===== config.mk =====
export PLATFORM = sky130hd
export DESIGN_NAME = dmem_arbiter
export DESIGN_NICKNAME = d
export VERILOG_FILES = /design/src/rtl/dmem_pkg.sv /design/src/rtl/dmem_arbiter_lane_mux.sv /design/src/rtl/dmem_arbiter.sv
export SDC_FILE = /design/constraint.sdc
export NUM_CORES = 1
export LEC_CHECK = 0
export CAP_MARGIN = 0
export CELL_PAD_IN_SITES_DETAIL_PLACEMENT = 1
export CELL_PAD_IN_SITES_GLOBAL_PLACEMENT = 2
export CORE_ASPECT_RATIO = 2
export CORE_UTILIZATION = 21
export CTS_BUF_LIST = sky130_fd_sc_hd__clkbuf_2
export CTS_CLUSTER_SIZE = 28
export DETAILED_ROUTE_END_ITERATION = 7
export PLACE_DENSITY = 0.84
export SETUP_SLACK_MARGIN = 0.2
export SKIP_CTS_REPAIR_TIMING = 1
export SYNTH_ARGS = -nofsm -noshare
export SYNTH_HDL_FRONTEND = slang
export SYNTH_SLANG_ARGS = --single-unit

===== constraint.sdc =====
create_clock -name clk -period 3.25 [get_ports clk]
set_input_delay 0.325 -clock clk [delete_from_list [all_inputs] [get_ports clk]]
set_output_delay 0.325 -clock clk [all_outputs]
set_load 0.05 [all_outputs]

===== src/rtl/dmem_pkg.sv =====
// Shared definitions for the data-memory arbiter: access sizes, FSM states
// and the default loader starvation limit.
package dmem_pkg;

    localparam logic [1:0] SZ_B = 2'b00;
    localparam logic [1:0] SZ_H = 2'b01;
    localparam logic [1:0] SZ_W = 2'b10;

    localparam int STARVE_LIMIT_DEFAULT = 4;

    typedef enum logic {
        IDLE  = 1'b0,
        MERGE = 1'b1
    } state_t;

    // Bytes are always aligned; any size other than byte/half is treated as word.
    function automatic logic is_misaligned(input logic [1:0] size, input logic [1:0] addr_lo);
        logic mis;
        case (size)
            SZ_B:    mis = 1'b0;
            SZ_H:    mis = addr_lo[0];
            default: mis = (addr_lo != 2'b00);
        endcase
        return mis;
    endfunction

endpackage


===== src/rtl/dmem_arbiter_lane_mux.sv =====
// Combinational byte-lane logic: extracts/extends sub-word loads and builds
// the merged word for sub-word stores from the word currently read.
module lane_mux
    import dmem_pkg::*;
(
    input  logic [1:0]  size_i,
    input  logic        unsigned_i,
    input  logic [1:0]  addr_lo_i,
    input  logic [31:0] rdata_i,
    input  logic [15:0] wdata_i,
    output logic [31:0] load_o,
    output logic [31:0] merged_o
);

    logic [4:0]  byteShift;
    logic [4:0]  halfShift;
    logic [7:0]  byteVal;
    logic [15:0] halfVal;

    assign byteShift = {addr_lo_i, 3'b000};
    assign halfShift = {addr_lo_i[1], 4'b0000};
    assign byteVal   = rdata_i[byteShift +: 8];
    assign halfVal   = rdata_i[halfShift +: 16];

    always_comb begin
        load_o = rdata_i;
        case (size_i)
            SZ_B:    load_o = unsigned_i ? {24'h000000, byteVal} : {{24{byteVal[7]}}, byteVal};
            SZ_H:    load_o = unsigned_i ? {16'h0000, halfVal} : {{16{halfVal[15]}}, halfVal};
            default: load_o = rdata_i;
        endcase
    end

    // Only the addressed lanes are replaced; the rest keep the word just read.
    always_comb begin
        merged_o = rdata_i;
        case (size_i)
            SZ_B:    merged_o[byteShift +: 8]  = wdata_i[7:0];
            SZ_H:    merged_o[halfShift +: 16] = wdata_i;
            default: merged_o = rdata_i;
        endcase
    end

endmodule


===== src/rtl/dmem_arbiter.sv =====
// Shares one single-port data memory between the core MEM stage and a loader,
// with starvation protection for the loader and read-modify-write sub-word stores.
module dmem_arbiter
    import dmem_pkg::*;
#(
    parameter int STARVE_LIMIT = STARVE_LIMIT_DEFAULT
) (
    input  logic        clk,
    input  logic        rst,

    input  logic        core_req,
    input  logic        core_we,
    input  logic [1:0]  core_size,
    input  logic        core_unsigned,
    input  logic [31:0] core_addr,
    input  logic [31:0] core_wdata,
    output logic [31:0] core_rdata,
    output logic        core_ready,
    output logic        core_misalign,

    input  logic        ld_req,
    input  logic        ld_we,
    input  logic [31:0] ld_addr,
    input  logic [31:0] ld_wdata,
    output logic [31:0] ld_rdata,
    output logic        ld_gnt,

    output logic        mem_store,
    output logic [31:0] mem_addr,
    output logic [31:0] mem_wdata,
    input  logic [31:0] mem_rdata
);

    localparam int CW = $clog2(STARVE_LIMIT + 1);
    localparam logic [CW-1:0] LIMIT = CW'(STARVE_LIMIT);

    state_t        state_q, state_d;
    logic [CW-1:0] starve_q, starve_d;
    logic [31:0]   merge_q, merge_d;
    logic [31:0]   maddr_q, maddr_d;

    logic [31:0]   loadData;
    logic [31:0]   mergedWord;
    logic          misaligned;
    logic          starved;
    logic          coreGrant;
    logic          ldGrant;
    logic [CW-1:0] starveInc;

    lane_mux u_lane_mux (
        .size_i     (core_size),
        .unsigned_i (core_unsigned),
        .addr_lo_i  (core_addr[1:0]),
        .rdata_i    (mem_rdata),
        .wdata_i    (core_wdata[15:0]),
        .load_o     (loadData),
        .merged_o   (mergedWord)
    );

    assign misaligned = is_misaligned(core_size, core_addr[1:0]);
    assign starved    = (starve_q == LIMIT) && ld_req;
    assign coreGrant  = core_req && !misaligned && !starved;
    assign ldGrant    = ld_req && !coreGrant;
    assign starveInc  = (starve_q == LIMIT) ? LIMIT : starve_q + CW'(1);

    always_ff @(posedge clk) begin
        if (rst) begin
            state_q  <= IDLE;
            starve_q <= '0;
            merge_q  <= '0;
            maddr_q  <= '0;
        end else begin
            state_q  <= state_d;
            starve_q <= starve_d;
            merge_q  <= merge_d;
            maddr_q  <= maddr_d;
        end
    end

    always_comb begin
        state_d       = state_q;
        starve_d      = starve_q;
        merge_d       = merge_q;
        maddr_d       = maddr_q;
        mem_store     = 1'b0;
        mem_addr      = '0;
        mem_wdata     = '0;
        core_rdata    = '0;
        core_ready    = 1'b0;
        core_misalign = 1'b0;
        ld_rdata      = '0;
        ld_gnt        = 1'b0;

        // Everything is suppressed while in reset, including a pending merge write.
        if (!rst) begin
            case (state_q)
                IDLE: begin
                    if (core_req && misaligned) begin
                        core_misalign = 1'b1;
                        core_ready    = 1'b1;
                    end

                    if (coreGrant) begin
                        mem_addr = core_addr;
                        if (!core_we) begin
                            core_rdata = loadData;
                            core_ready = 1'b1;
                        end else if (core_size == SZ_B || core_size == SZ_H) begin
                            merge_d = mergedWord;
                            maddr_d = {core_addr[31:2], 2'b00};
                            state_d = MERGE;
                        end else begin
                            mem_store  = 1'b1;
                            mem_wdata  = core_wdata;
                            core_ready = 1'b1;
                        end
                    end else if (ldGrant) begin
                        mem_addr  = ld_addr;
                        mem_store = ld_we;
                        mem_wdata = ld_wdata;
                        ld_rdata  = mem_rdata;
                        ld_gnt    = 1'b1;
                    end

                    if (!ld_req || ldGrant) begin
                        starve_d = '0;
                    end else if (coreGrant) begin
                        starve_d = starveInc;
                    end
                end

                MERGE: begin
                    mem_store  = 1'b1;
                    mem_addr   = maddr_q;
                    mem_wdata  = merge_q;
                    core_ready = 1'b1;
                    state_d    = IDLE;
                    starve_d   = ld_req ? starveInc : '0;
                end

                default: begin
                    state_d = IDLE;
                end
            endcase
        end
    end

endmodule

==> key figures, run 1 <==
Synthesis
  • Synthesized area: 5790 um^2
  • Largest family of logic cells by synthesized area: compound AO/OA/AOI/OAI gates
  • Yosys top cell area share: 22.8%
  • Area leader, netlist: dfxtp_1
  • Async SR Flop Fraction: 0%
  • Post-Syn Instances: 799
  • Synth Area in Compound Gates: 39.0%
  • Post-Syn Nets: 975
  • Primary FF master, synth: dfxtp_1
  • Most frequent cells after synthesis: 88 x a21oi_1, 70 x inv_1, 67 x nand3_1, 66 x dfxtp_1, 59 x a221oi_1
  • Number of synthesized flops with an enable pin: 0
  • Warnings, synthesis: 0
  • Xor and xnor area share after synthesis: 0%
  • Synth Area in Adders: 1.51%
  • Post-synthesis simple-gate area fraction: 23.6%
  • Most area-consuming cells after synthesis: dfxtp_1 23%, a221oi_1 8.9%, a21oi_1 7.6%, nand3_1 5.8%, a22oi_1 5.3%
  • Avg Cell Area, Syn: 7.25 um^2
  • Synth Register Bits: 66
  • Post-synthesis sequential area ratio: 22.8%
  • Post-synthesis mux area share: 1.43%
  • Synth cell types: 56
  • Most common cell in the synthesized netlist: a21oi_1

Power and ir drop
  • Leakage: 0.00405 uW
  • P_sw: 1170 uW
  • Maximum VDD drop: 142 uV
  • Clock share of power: 17.3%
  • Switching power share of the total: 41.1%
  • Logic pwr share: 52.9%
  • Sequential Power Share: 29.9%
  • Power Dens Cells: 246 nW/um^2
  • Pint: 1690 uW

Cells and area
  • Share of cells above drive strength 1: 29.0%
  • Multi-input gate area: 4870 um^2
  • Syn-to-layout area delta: 101%
  • Nets: 1223
  • Fill cells: 3033
  • Reg area: 1330 um^2
  • Final std cells w/o fill: 1401

Die
  • # rows: 85
  • Die Area: 28300 um^2
  • Area of the core: 27000 um^2
  • I/O pin cnt: 301
  • Die Wd: 119 um
  • Initial cell density of the core: 21.4%
  • Die Ht: 237 um

Detailed routing
  • DR vias/cell: 5.44
  • Vias: 7626
  • TritonRoute pass-1 iters: 5
  • Routed Antenna Nets: 0
  • Routed WL: 32.7 mm
  • Drt drc: 0
  • Routed wire per std cell: 23.4 um
  • DRT iter0 DRCs: 367

Hold path
  • Hold Crit Class: input pin to flip-flop

Timing
  • Max Freq: 345 MHz
  • Final setup vio count: 0
  • Fin crit period: 2.90 ns
  • Setup TNS: 0 ns
  • Slew @ Worst Pin: 1.28 ns
  • Count of pins over their slew limit: 0
  • Rel. slew slack: 14.7%
  • RSZ-0062 raised after global routing: false
  • Hold_ws: 0.414 ns
  • Hold Fails Final Rpt: 0
  • Fin crit share: 89.2%
  • Worst Skew: 0.0232 ns

Placement
  • Port Buf Inserts: 300
  • RePlAce Congestion: 0.817
  • Detailed-placement wirelength estimate: 25.3 mm
  • Post-Place Cells: 1383

Setup path
  • Crit path cell chain: inv_1, ha_1, nand3_2, and4_2, buf_8, a21oi_1, a221oi_4, buf_12
  • Setup crit end kind: output port
  • Worst setup SP type: flip-flop
  • Max incr delay on CP: 0.39 ns
  • Critical path arrival: 2.57 ns
  • CP required: 2.92 ns
  • Critical path class: flip-flop to output port
  • Crit-path max FO: 17
  • Critical path's slowest cell: dfxtp_2

Status
  • Outcome: completed

Run
  • Max-cap violations: 0

Global route
  • Largest net degree at the start of global routing: 119
  • Total GRT Usage: 22.7%
  • GRT Residual Overflow: 0
  • Initial antenna violation count: 2
  • Vias in the first global route: 8321
  • Global-route wire length before repair: 49.2 mm

Clock tree
  • Root Driver: clkbuf_2
  • CTS Buf Count: 9
  • Clk Latency, worst-skew pair: 0.53 ns
  • Clock-pin slew on the worst setup and hold paths: 0.20 ns
  • CTS tree: built
  • Clock Sink Count: 66
  • Htree depth: 3
  • Clk buf depth: 2
## cell type report
class,instances,area share [%]
Antenna cell,2,0.0430
Clock buffer,11,0.473
Clock inverter,4,0.376
Inverter,72,2.36
Multi-Input combinational cell,571,41.9
Sequential cell,66,11.4
Tap cell,348,3.74
Timing Repair Buffer,327,39.7
## power groups by stage
stage                     clock network, uW  registers, uW  logic (uW)
after floorplan                           0            865         760
after global placement                    0            871        1480
after detailed placement                  0            871        1500
after CTS                               524            855        1510
after global routing                    550            859        1580
final                                   493            855        1510
## flip-flops by register name, summed over array words and instances (netlist names)
register  count
starve_q      3
state_q       1
maddr_q      30
merge_q      32
## routing by layer
layer / up-vias / share of wire (%) / GRT usage, %
met2: 301 / 55 / 43.6
met3: 90 / 4.2 / 3.32
met1: 3727 / 33 / 21.5
met4: 0 / 7.2 / 16.2
met5: - / 0 / 0
li1: 3508 / - / -
## worst paths after layout
kind                              end  slack (ns)  depth (start not counted)                      from
max                      mem_addr[29]        0.35                          8  starve_q[0]$_SDFFE_PP0P_
min           maddr_q[9]$_SDFFE_PP0P_        0.41                          2              core_addr[9]
max reg2reg   merge_q[3]$_SDFFE_PP0P_        0.91                          8  starve_q[0]$_SDFFE_PP0P_
min reg2reg  starve_q[0]$_SDFFE_PP0P_        0.45                          1  starve_q[0]$_SDFFE_PP0P_
## metrics by stage
| step | instance area (um^2) | worst slack, ns | total power (uW) | utilization (%) |
|---|---|---|---|---|
| 2_1_floorplan | 6790 | -0.0174 | 1630 | - |
| 3_3_place_gp | 11400 | 0.266 | 2350 | 42.3 |
| 3_5_place_dp | 11400 | 0.238 | 2370 | 42.3 |
| 4_1_cts | 11500 | 0.0471 | 2880 | 42.7 |
| 5_1_grt | 11600 | 0.219 | 2990 | 43.1 |
| 6_report | 11600 | 0.351 | 2860 | 43.1 |
## cells by family after synthesis
logic type	Yosys count
flip-flops	66
AND/OR/NAND/NOR	248
AO/OA/AOI/OAI	308
buffers and inverters	162
multiplexers	8
adder cells (fa/ha/maj)	7
## layout by cell type, fill, tap and decap left out, types with 13 or more instances in the layout
cell,instances
dfxtp_1,64
buf_12,137
a21oi_1,81
nand2b_1,48
a22oi_1,41
nand2_1,34
clkdlybuf4s50_1,165
a221oi_2,30
and2_1,25
nor2_1,13
nand3_1,66
a222oi_1,14
nor3_4,21
a22o_1,31
buf_4,19
a221oi_4,28
o21ai_0,18
inv_1,70
## critical path: cells and delay by family (launching register included)
kind / cells / cell delay (ns)
compound gates: 2 / 0.50
buf+inv: 3 / 0.46
simple gates: 2 / 0.45
flops: 1 / 0.39
fa+ha+maj: 1 / 0.22
No activity file was read; power rests on OpenSTA's default activity.
==> inputs of run 2 (changes only) <==
--- a/config.mk
+++ b/config.mk
@@ -7,3 +7,3 @@
 export LEC_CHECK = 0
-export CAP_MARGIN = 0
+export ABC_CLOCK_PERIOD_IN_PS = 3250
 export CELL_PAD_IN_SITES_DETAIL_PLACEMENT = 1
==> constraint.sdc (replaced) <==
create_clock -name clk -period 3.25 [get_ports clk]
set_input_delay 0.65 -clock clk [delete_from_list [all_inputs] [get_ports clk]]
set_output_delay 0.65 -clock clk [all_outputs]
set_load 0.05 [all_outputs]
==> run 2 against run 1 <==
Sequential share of layout area decreased by 1.3 points. Cell area up 13%. Global-route usage increased by 0.93 points. Core utilization rose by 5.6 points. Largest cell class unchanged.
==> key figures, run 2 (same netlist as run 1, synthesis figures left out) <==
Detailed routing
  • Drt drc: 0
  • Routed Antenna Nets: 0
  • DR vias/cell: 5.40
  • Top Layer Used: met4
  • Routed WL: 36.7 mm
  • TritonRoute pass-1 iters: 5
  • Metal3 WL: 1.48 mm
  • Vias: 7872
  • Routed met2 length: 21.3 mm
  • DRT iter0 DRCs: 462
  • WL met1: 12.2 mm
  • Routed wire per std cell: 25.2 um

Power and ir drop
  • Maximum VDD drop: 99.7 uV
  • Leakage: 0.00460 uW
  • Power Dens Cells: 228 nW/um^2

Cells and area
  • Top reg by flops: merge_q
  • Commonest non-fill, non-tap cell in the layout: clkdlybuf4s50_1
  • Max reg flops: 32
  • Post-Layout Inst Area: 13200 um^2
  • Share of cells above drive strength 1: 39.6%
  • Syn-to-layout area delta: 127%
  • Top Registers: merge_q: 32 flops, maddr_q: 30 flops, starve_q: 3 flops
  • Most frequent cells in the layout: 160 x clkdlybuf4s50_1, 142 x buf_12, 66 x inv_1
  • Nets: 1281

Setup path
  • Max incr delay on CP: 0.39 ns
  • Setup crit end kind: output port
  • Critical path class: flip-flop to output port
  • Worst setup SP type: flip-flop
  • Reg2reg setup slack: 0.94 ns
  • R2r worst-path depth: 10
  • CP top delay family: simple AND/OR/NAND/NOR gates
  • Crit-path max FO: 8
  • Crit path cell chain: inv_2, ha_4, nand3_4, and4_4, clkbuf_16, a21oi_1, a221oi_4, buf_12
  • Worst R2R End: maddr_q[18]$_SDFFE_PP0P_
  • CP required: 2.60 ns
  • WP buf/inv: 3
  • FF-to-FF Start: starve_q[0]$_SDFFE_PP0P_
  • Critical path arrival: 2.47 ns
  • Critical path's slowest cell: dfxtp_2

Clock tree
  • CTS tree: built
  • CTS Buf Count: 9
  • Clock-pin slew on the worst setup and hold paths: 0.19 ns
  • Clock Sink Count: 66
  • Clk buf depth: 2
  • Htree depth: 3
  • Root Driver: clkbuf_2
  • Clk Latency, worst-skew pair: 0.57 ns

Hold path
  • Hold Crit Class: flip-flop to flip-flop
  • Hold Crit Start: merge_q[26]$_SDFFE_PP0P_
  • Hold Crit Depth: 2
  • Worst Hold End: merge_q[26]$_SDFFE_PP0P_

Timing
  • Slew @ Worst Pin: 1.03 ns
  • Hold Fails Final Rpt: 0
  • Rel. slew slack: 31.4%
  • Worst Skew: 0.0531 ns
  • Fin crit period: 3.12 ns
  • Max Freq: 320 MHz
  • Fin crit share: 96.1%
  • RSZ-0062 raised after global routing: true
  • Post-route setup slack: 0.127 ns
  • Final setup vio count: 0
  • Count of pins over their slew limit: 0

Die
  • # rows: 85
  • Die Ht: 237 um
  • Area of the core: 27000 um^2
  • Die Wd: 119 um
  • Initial cell density of the core: 21.4%
  • Die Area: 28300 um^2
  • I/O pin cnt: 301

Placement
  • RePlAce Congestion: 0.827
  • DP Worst Slack: -0.123 ns
  • Placed Area: 12200 um^2
  • Port Buf Inserts: 300
  • Detailed-placement wirelength estimate: 26.3 mm

Global route
  • Vias in the first global route: 8387
  • GRT Residual Overflow: 0
  • Global-route wire length before repair: 51.0 mm
  • Total GRT Usage: 23.7%
  • Initial antenna violation count: 1
  • Largest net degree at the start of global routing: 67

Run
  • Max-cap violations: 0

Status
  • Outcome: completed
[run 2: changes by cell type in the layout (fill, tap and decap cells not counted), moves of 10 or more]
cell and change:
a21oi_1 -27, a21oi_4 +19, a221oi_2 -29, a221oi_4 +29
and2_1 -22, and2_4 +13, buf_4 +34, clkbuf_16 +10
[run 2: layout make-up]
| class | instances | area [um^2] |
|---|---|---|
| Tap cell | 348 | 435 |
| Timing Repair Buffer | 384 | 5330 |
| Clock inverter | 4 | 21.3 |
| Multi-Input combinational cell | 572 | 5710 |
| Inverter | 72 | 280 |
| Fill cell | 2911 | 13900 |
| Antenna cell | 1 | 2.50 |
| Clock buffer | 11 | 55.1 |
| Sequential cell | 66 | 1330 |
[run 2: tightest hold or removal path: cells and delay by family (launching register included)]
family          cells  cell delay, ns
flops               1            0.35
simple gates        1            0.06
compound gates      1            0.05
[run 2: power breakdown]
| part | internal [uW] | switching (uW) | total (uW) | leakage (uW) |
|---|---|---|---|---|
| registers | 837 | 17.1 | 855 | 0.000537 |
| clock network | 97.5 | 317 | 415 | 0.0000552 |
| logic | 791 | 945 | 1740 | 0.00401 |
[run 2: worst max path at each step]
| stage | end | depth (start not counted) | slack (ns) | start |
|---|---|---|---|---|
| global placement | core_rdata[8] | 9 | -0.09 | core_addr[0] |
| floorplan | core_rdata[10] | 10 | 0.09 | core_addr[1] |
| CTS | core_rdata[14] | 9 | -0.14 | core_addr[0] |
| detailed placement | core_rdata[14] | 9 | -0.12 | core_addr[0] |
| global route | mem_addr[27] | 8 | 0.03 | starve_q[0]$_SDFFE_PP0P_ |
| finish | mem_addr[21] | 8 | 0.13 | starve_q[0]$_SDFFE_PP0P_ |
[run 2: stage by stage]
| stage | utilization (%) | TNS [ns] | total power, uW | hold slack, ns | instances |
|---|---|---|---|---|---|
| final | 48.7 | 0 | 3010 | 0.491 | 1458 |
| after global routing | 48.7 | 0 | 3130 | 0.512 | 1458 |
| after CTS | 45.6 | -5.92 | 2910 | 0.488 | 1430 |
| after detailed placement | 45.3 | -4.77 | 2480 | 0.457 | 1415 |
| after global placement | 45.3 | -3.04 | 2460 | 0.444 | 1415 |
| after floorplan | - | 0 | 1710 | 0.427 | 799 |
[run 2: per-layer routing]
layer  track usage, %  vias to the layer above
met4             10.9                        0
met1             23.3                     3889
met2             47.3                      287
met3             3.20                       71
met5                0                        -
li1                 -                     3625
==> inputs of run 3 (changes only) <==
Settings changed: ABC_CLOCK_PERIOD_IN_PS 3250 to 3690, CORE_UTILIZATION 21 to 23, PLACE_DENSITY 0.84 to 0.9.
Clock period 3.25 ns to 3.69 ns, I/O delays scaled along.
==> run 3 against run 2 <==
Sequential share of layout area grew 0.64 points. Hold slack lost 0.0096 ns. Cell count shrank 3.4%. Die area fell by 8.6%. Core utilization grew 1.4 points. Non-clock buffer count decreased by 35. Sequential power down 12%. Routed wire length shrank 9.5%. Register-to-register slack improved by 0.25 ns.
==> key figures, run 3 (same netlist as run 1, synthesis figures left out) <==
Placement
  • Post-Place Cells: 1384
  • Port Buf Inserts: 300
  • DP Worst Slack: 0.0116 ns
  • RePlAce Congestion: 0.846
  • Detailed-placement wirelength estimate: 25.5 mm
  • Placed Area: 12100 um^2

Setup path
  • R2r worst-path depth: 6
  • Reg2reg setup slack: 1.19 ns
  • Critical path class: input pin to output port
  • Crit-path max FO: 8
  • CP required: 2.95 ns
  • Critical path arrival: 2.69 ns
  • Setup crit end kind: output port
  • Worst R2R End: maddr_q[3]$_SDFFE_PP0P_
  • Worst setup SP type: input pin
  • FF-to-FF Start: state_q$_SDFF_PP0_

Global route
  • Global-route wire length before repair: 48.7 mm
  • Total GRT Usage: 25.0%
  • Initial antenna violation count: 2
  • Largest net degree at the start of global routing: 111
  • GRT Residual Overflow: 0
  • Vias in the first global route: 8327

Detailed routing
  • Routed Antenna Nets: 0
  • DRT iter0 DRCs: 419
  • Routed WL: 33.2 mm
  • Drt drc: 0
  • Vias: 7782
  • TritonRoute pass-1 iters: 6
  • Routed wire per std cell: 23.6 um
  • DR vias/cell: 5.53

Cells and area
  • Nets: 1245
  • Top reg by flops: merge_q
  • Multi-input gate area: 5360 um^2
  • Post-Layout Inst Area: 12400 um^2
  • Commonest non-fill, non-tap cell in the layout: clkdlybuf4s50_1
  • Final std cells w/o fill: 1408
  • Most frequent cells in the layout: 163 x clkdlybuf4s50_1, 140 x buf_12, 79 x a21oi_1
  • Share of cells above drive strength 1: 33.0%
  • Fill cells: 2641
  • Reg area: 1330 um^2
  • Max reg flops: 32
  • Syn-to-layout area delta: 113%
  • Top Registers: merge_q: 32 flops, maddr_q: 30 flops, starve_q: 3 flops

Clock tree
  • CTS tree: built
  • Clk Latency, worst-skew pair: 0.53 ns
  • CTS Buf Count: 9
  • Clock-pin slew on the worst setup and hold paths: 0.21 ns
  • Clk buf depth: 2
  • Htree depth: 3
  • Root Driver: clkbuf_2
  • Clock Sink Count: 66

Hold path
  • Worst Hold End: starve_q[0]$_SDFFE_PP0P_
  • Hold Crit Class: flip-flop to flip-flop
  • Hold Crit Start: starve_q[0]$_SDFFE_PP0P_
  • Hold Crit Depth: 1

Timing
  • RSZ-0062 raised after global routing: false
  • Rel. slew slack: 34.6%
  • Hold Fails Final Rpt: 0
  • Post-route setup slack: 0.258 ns
  • Fin crit share: 93.0%
  • Max Freq: 291 MHz
  • Final setup vio count: 0
  • Fin crit period: 3.43 ns
  • Setup TNS: 0 ns
  • Slew @ Worst Pin: 0.981 ns
  • Worst Skew: 0.0323 ns
  • Count of pins over their slew limit: 0

Run
  • Max-cap violations: 0

Die
  • I/O pin cnt: 301
  • Initial cell density of the core: 23.5%
  • # rows: 81
  • Area of the core: 24600 um^2
  • Die Area: 25900 um^2
  • Die Wd: 114 um
  • Die Ht: 226 um

Status
  • Outcome: completed

Power and ir drop
  • Leakage: 0.00427 uW
  • Power Dens Cells: 211 nW/um^2
  • Maximum VDD drop: 103 uV
run 3: changes by cell type in the layout (fill, tap and decap cells not counted), sizes merged, moves of 2 or more:
cell           before  now
buf               208  182
clkbuf             23   14
clkdlybuf4s50     160  163
dlymetal6s2s        4    2
run 3: area by class of cell:
class                      instances  area share (%)
antenna                            2          0.0405
clock buffer                      12           0.486
clock inverter                     4           0.344
inverter                          72            2.23
multi-input combinational        571            43.4
sequential                        66            10.7
tap                              332            3.36
timing repair buffer             349            39.5
run 3: stage by stage:
step	hold slack [ns]	util, %	total power (uW)
2_1_floorplan	0.427	-	1490
3_3_place_gp	0.440	49.0	2140
3_5_place_dp	0.454	49.0	2160
4_1_cts	0.478	49.4	2610
5_1_grt	0.501	50.2	2720
6_report	0.482	50.2	2610
run 3: routing by layer:
layer  routed length [um]  global-route usage [%]
met1                11000                    24.3
met2                18500                    47.8
met3                 1640                    3.72
met4                 2100                    16.4
met5                    0                       0
run 3: worst max path at each step:
stage | startpoint | endpoint | slack [ns] | depth (start not counted)
after floorplan | core_addr[1] | core_rdata[2] | 0.16 | 9
after global placement | core_addr[0] | core_rdata[2] | 0.02 | 9
after detailed placement | core_addr[0] | core_rdata[2] | 0.01 | 9
after CTS | core_addr[0] | core_rdata[2] | -0.02 | 9
after global routing | starve_q[0]$_SDFFE_PP0P_ | core_rdata[2] | 0.16 | 8
final | core_req | core_rdata[2] | 0.26 | 6
run 3: power by group:
part,total (uW),switching [uW],internal (uW)
Clock,440,280,160
Combinational,1420,780,636
Sequential,752,14.0,738
run 3: worst max-delay path: stages:
cell	delay [ns]
clkdlybuf4s50_1	0.64
nand4_4	0.16
or3_4	0.52
buf_16	0.20
a221oi_4	0.24
buf_12	0.18
